$ cat src/rtl/pss_generator.sv
// pss_generator: on request, emits the NR primary synchronisation sequence
// d_PSS(n), n=0..126, for the selected N_ID_2 as BPSK samples {im=0, re=+/-AMPLITUDE}
// on an AXI-stream master.
// Optional feature macro PSS_GENERATOR_SSB_PAD_EN: frames the 127 PSS samples
// with 56 leading and 57 trailing zero samples (240-sample SSB symbol).
module pss_generator #(
  parameter int unsigned OUT_DW    = 32,
  parameter int unsigned AMPLITUDE = 8191,
  parameter int unsigned PSS_LEN   = 127
) (
  input  logic              clk_i,
  input  logic              reset_i,
  input  logic              start_i,
  input  logic [1:0]        n_id_2_i,
  output logic              busy_o,
  output logic              err_o,
  output logic [OUT_DW-1:0] m_axis_out_tdata,
  output logic              m_axis_out_tvalid,
  input  logic              m_axis_out_tready,
  output logic              m_axis_out_tlast
);

  localparam int unsigned HALF_W = OUT_DW / 2;
  localparam int unsigned CNT_W  = 8;
  localparam int unsigned M_W    = 7;
`ifdef PSS_GENERATOR_SSB_PAD_EN
  localparam int unsigned PRE_PAD = 56;
  localparam int unsigned TOTAL   = 240;
`else
  localparam int unsigned TOTAL   = PSS_LEN;
`endif
  localparam int unsigned LAST_N = TOTAL - 1;

  localparam logic [HALF_W-1:0] AMP_P = HALF_W'(AMPLITUDE);
  localparam logic [HALF_W-1:0] AMP_N = HALF_W'(0) - AMP_P;
  // Seed {x6..x0}; bit k of the register holds x(i+k), so bit 0 is the current x(m)
  localparam logic [6:0]        SEED  = 7'b1110110;

  typedef enum logic [1:0] {
    S_IDLE = 2'd0,
    S_SEEK = 2'd1,
    S_RUN  = 2'd2
  } state_e;

  state_e                state_q, state_d;
  logic [6:0]            lfsr_q, lfsr_d, lfsr_step;
  logic [CNT_W-1:0]      n_q, n_d;
  logic [M_W-1:0]        seek_q, seek_d;
  logic [M_W-1:0]        m0;
  logic                  busy_d, err_d, tvalid_d, tlast_d;
  logic [OUT_DW-1:0]     tdata_d;
  logic                  hs;
  logic                  cur_pss, nxt_pss;

  // x(i+7) = x(i+4) XOR x(i): shift toward bit 0, new term enters at bit 6
  assign lfsr_step = {lfsr_q[4] ^ lfsr_q[0], lfsr_q[6:1]};
  assign hs        = m_axis_out_tvalid & m_axis_out_tready;

  // Initial cyclic offset 43*N_ID_2 for the requested cell ID part
  always_comb begin
    m0 = M_W'(0);
    case (n_id_2_i)
      2'd1:    m0 = M_W'(43);
      2'd2:    m0 = M_W'(86);
      default: m0 = M_W'(0);
    endcase
  end

  // Next-state logic and next values of the registered outputs
  always_comb begin
    state_d = state_q;
    lfsr_d  = lfsr_q;
    n_d     = n_q;
    seek_d  = seek_q;
    err_d   = 1'b0;

`ifdef PSS_GENERATOR_SSB_PAD_EN
    cur_pss = (n_q >= CNT_W'(PRE_PAD)) && (n_q < CNT_W'(PRE_PAD + PSS_LEN));
`else
    cur_pss = 1'b1;
`endif

    unique case (state_q)
      S_IDLE: begin
        if (start_i) begin
          if (n_id_2_i == 2'd3) begin
            err_d = 1'b1;
          end else begin
            lfsr_d = SEED;
            n_d    = CNT_W'(0);
            seek_d = m0;
            state_d = (m0 != M_W'(0)) ? S_SEEK : S_RUN;
          end
        end
      end
      S_SEEK: begin
        lfsr_d = lfsr_step;
        seek_d = seek_q - M_W'(1);
        if (seek_q == M_W'(1)) begin
          state_d = S_RUN;
        end
      end
      S_RUN: begin
        if (hs) begin
          if (cur_pss) begin
            lfsr_d = lfsr_step;
          end
          if (n_q == CNT_W'(LAST_N)) begin
            n_d     = CNT_W'(0);
            state_d = S_IDLE;
          end else begin
            n_d = n_q + CNT_W'(1);
          end
        end
      end
      default: state_d = S_IDLE;
    endcase

`ifdef PSS_GENERATOR_SSB_PAD_EN
    nxt_pss = (n_d >= CNT_W'(PRE_PAD)) && (n_d < CNT_W'(PRE_PAD + PSS_LEN));
`else
    nxt_pss = 1'b1;
`endif

    busy_d   = (state_d != S_IDLE);
    tvalid_d = (state_d == S_RUN);
    tlast_d  = tvalid_d && (n_d == CNT_W'(LAST_N));
    tdata_d  = OUT_DW'(0);
    if (tvalid_d && nxt_pss) begin
      tdata_d = {HALF_W'(0), (lfsr_d[0] ? AMP_N : AMP_P)};
    end
  end

  // State, sequence generator and registered outputs
  always_ff @(posedge clk_i or posedge reset_i) begin
    if (reset_i) begin
      state_q           <= S_IDLE;
      lfsr_q            <= SEED;
      n_q               <= CNT_W'(0);
      seek_q            <= M_W'(0);
      busy_o            <= 1'b0;
      err_o             <= 1'b0;
      m_axis_out_tvalid <= 1'b0;
      m_axis_out_tlast  <= 1'b0;
      m_axis_out_tdata  <= OUT_DW'(0);
    end else begin
      state_q           <= state_d;
      lfsr_q            <= lfsr_d;
      n_q               <= n_d;
      seek_q            <= seek_d;
      busy_o            <= busy_d;
      err_o             <= err_d;
      m_axis_out_tvalid <= tvalid_d;
      m_axis_out_tlast  <= tlast_d;
      m_axis_out_tdata  <= tdata_d;
    end
  end

endmodule

$ cat config.mk
export PLATFORM = sky130hd
export DESIGN_NAME = pss_generator
export DESIGN_NICKNAME = d
export VERILOG_FILES = /design/src/rtl/pss_generator.sv
export SDC_FILE = /design/constraint.sdc
export NUM_CORES = 1
export LEC_CHECK = 0
export CAP_MARGIN = 20
export CORE_ASPECT_RATIO = 0.8
export CORE_MARGIN = 2
export CORE_UTILIZATION = 45
export CTS_BUF_LIST = sky130_fd_sc_hd__clkbuf_8 sky130_fd_sc_hd__clkbuf_16
export CTS_CLUSTER_DIAMETER = 120
export DETAILED_ROUTE_END_ITERATION = 12
export HOLD_SLACK_MARGIN = 0.08
export PLACE_DENSITY = 0.83
export SYNTH_ARGS = -nofsm -noshare
export SYNTH_HDL_FRONTEND = slang
export SYNTH_SLANG_ARGS = --single-unit
$ cat constraint.sdc
create_clock -name clk_i -period 1.8 [get_ports clk_i]
set_clock_uncertainty 0.1 [all_clocks]
set_input_delay 0.27 -clock clk_i [delete_from_list [all_inputs] [get_ports clk_i]]
set_output_delay 0.27 -clock clk_i [all_outputs]
set_load 0.01 [all_outputs]
==> results.yml <==
clocking:
  clkSlewWorstSetupHoldPaths_ps: 60
  cts_sinks: 30
  clk_path_buf_depth: 2
  cts_hold_buf: 0
  cts_tree: "yes"
  clock-root-buffer: "clkbuf_8"
  htree_num_levels: 2
  insertion_delay_ps: 280
  cts_made_buffers: 5
layout:
  fillCellCount: 325
  fin_cells: 315
  synthToLayoutAreaGrowth_pct: 31.3
  final_nets: 270
  drive_gt1_share_pct: 31.0
  antenna_cells: 0
die:
  rows: 21
  ios: 42
  fp.dieH_um: 63.0
  start_util_pct: 46.8
  design.die.area_sq_um: 4900
  core-area_sq_um: 4180
  chipWidth_um: 77.7
synthesis:
  seq_area_frac_synth_pct: 38.7
  synth_warnings: 0
  synthTopCellsByArea: "dfrtp_1 (32%), buf_4 (12%), dfstp_2 (6.7%)"
  synth_cell_types: 56
  synth_area_leader_cell: "dfrtp_1"
  synthCells: 207
  yosysMostFrequentCell: "buf_4"
  netlist_area_sq_um: 1960
  synth_top_area_share_pct: 32.0
  syn_avg_cell_area_sq_um: 9.45
  synth_edf_count: 0
  async_flop_share_pct: 100
  synth_ff_type: "dfrtp_1"
  synth-seq-cells: 30
  synthTopCellsByCount: "buf_4 (30), dfrtp_1 (25), nor2_1 (21)"
drt:
  drtIter0Drc: 126
  ant_nets: 0
  avgRoutedWirePerCell_um: 14.2
  drt_wl_total_um: 4480
  first_pass_iters: 4
  drc: 0
  vias_per_cell: 5.30
  via_count: 1671
global_routing:
  overflow: 0
  grt_pass1_wl_um: 7580
  grt_max_degree: 31
  antenna_found_initial: 0
  grt_usage_pct: 19.6
  grt_pass1_vias: 1628
worst_setup_path:
  r2r_slack_ps: -60
  path_max_fanout: 4
  worstPathCellList: "clkdlybuf4s50_1, nand2_1, or4_1, o221ai_2, o21ai_1, nor4b_2"
  startpoint_type: "primary input"
  r2r_end: "m_axis_out_tlast"
  critPathBufInv: 1
  max_stage_delay_ps: 550
  path_delay_family: "simple AND/OR/NAND/NOR gates"
  worstPathArrival_ps: 1960
  r2r_cells: 7
  r2r_start: "n_q[0]"
  required_ps: 1890
  crit_slowest_cell: "clkdlybuf4s50_1"
  cp-end-kind: "flip-flop"
  critPathKind: "primary input to flip-flop"
sta:
  fmax_mhz: 535
  min_period_ps: 1870
  setup_violations: 1
  finalCritPeriodShare_pct: 104
  slew_violations: 0
  setup_ws_ps: -69.4
  grt_setup_unrepaired: "true"
  fin_hold_ws_ps: 275
  hold_viol: 0
place:
  portBuffers: 25
  hpwl_um: 3310
  placedCellCount: 306
  place_congestion: 0.986
power_and_ir_drop:
  power_density_nw_per_um2: 1630
  peakVddDrop_mv: 0.872
  power_mw: 4.19
  p_leak_nw: 1.17
run_status:
  outcome: "complete, but fails checks"
  violations: "setup timing"
worst_hold_path:
  hold_path.class: "primary input to asynchronous set/reset pin"
run:
  drv_cap: 0
==> cell type report <==
class,instances,area (sq um),area share (%)
clock inverters,2,60.1,2.34
flip-flops and latches,30,759,29.6
inverters,12,45.0,1.75
repair buffers,64,564,22.0
clock buffers,6,82.6,3.21
well taps,57,71.3,2.78
multi-input cells,144,986,38.4
==> stage by stage <==
stage | cell area (sq um) | setup slack (ps) | utilization [%] | setup TNS, ps
floorplan | 2010 | -12.0 | - | -12.0
global placement | 2360 | -342 | 56.5 | -5660
detailed placement | 2360 | -370 | 56.5 | -6100
CTS | 2530 | -61.0 | 60.5 | -61.0
global route | 2570 | -168 | 61.5 | -644
finish | 2570 | -69.4 | 61.5 | -69.4
==> report_power, final <==
part	internal, mW	leakage (nW)	switching (mW)	total (mW)
Sequential	0.956	0.375	0.242	1.20
Combinational	1.12	0.721	1.02	2.14
Clock	0.590	0.0714	0.260	0.850
Total	2.67	1.17	1.52	4.19
==> worst reg2reg max path: cells and delay by family, from the launching register on <==
kind                       cells  cell delay (ps)
and+or+nand+nor                3              570
DFF                            1              350
buffers and inverters          1               50
AOI/OAI and AO/OA              2              530
adders and majority gates      1              180
==> cells in the final DEF, fill, tap and decap left out, types with 2 or more instances in the layout <==
| master | n |
|---|---|
| bufinv_16 | 2 |
| ha_2 | 2 |
| o22a_1 | 7 |
| nand3_1 | 4 |
| nor3_1 | 6 |
| dfrtp_1 | 23 |
| o31ai_2 | 2 |
| dfstp_2 | 5 |
| a31oi_1 | 2 |
| dlymetal6s2s_1 | 2 |
| and2b_2 | 2 |
| ha_1 | 5 |
| nor2_1 | 21 |
| nand2_1 | 11 |
| nor2b_1 | 2 |
| nand2b_1 | 2 |
| conb_1 | 16 |
| o21a_1 | 2 |
| dfrtp_2 | 2 |
| a21oi_1 | 11 |
| buf_4 | 37 |
| a41oi_1 | 2 |
| clkdlybuf4s50_1 | 23 |
| inv_1 | 11 |
| clkbuf_8 | 6 |
| o21ai_0 | 10 |
==> per-layer routing <==
metal  global-route usage (%)  routed length [um]  vias up
met3                     5.35                 373       16
met2                     29.2                2020       95
met5                        0                   0        -
met1                     26.9                1980      774
li1                         -                   -      786
met4                     7.59                 102        0
==> kinds of logic (layout without fill, tap and decap cells) <==
logic type      after synthesis  after routing  share of synthesized area, %
buf+inv                      48             84                          16.2
fa+ha+maj                     7              7                          4.48
flops                        30             30                          38.7
compound gates               52             52                          19.2
xor+xnor                      2              2                         0.895
other cells                   1             16                         0.192
simple gates                 67             67                          20.3
==> sequential cells by signal, summed over array words and instances, names as in the netlist <==
name / flops
n_q: 8
lfsr_q: 7
seek_q: 7
m_axis_out_tdata: 3
state_q: 2
busy_o: 1
err_o: 1
m_axis_out_tlast: 1
==> what timing repair did <==
item	CTS	global route
pin swaps	1	4
endpoints found under the setup margin	8	22
endpoints found under the hold margin	0	0
gates resized for setup	9	11
setup buffers	0	1
==> worst max path at each step <==
stage                             endpoint               from  cells after the start
final                     m_axis_out_tlast  m_axis_out_tready                      6
after global routing      m_axis_out_tlast             n_q[0]                      7
after CTS                 m_axis_out_tlast  m_axis_out_tready                      6
after detailed placement  m_axis_out_tlast        n_id_2_i[1]                      8
after global placement    m_axis_out_tlast        n_id_2_i[0]                      8
after floorplan           m_axis_out_tlast             n_q[0]                      7
No activity file was read; power rests on OpenSTA's default activity.
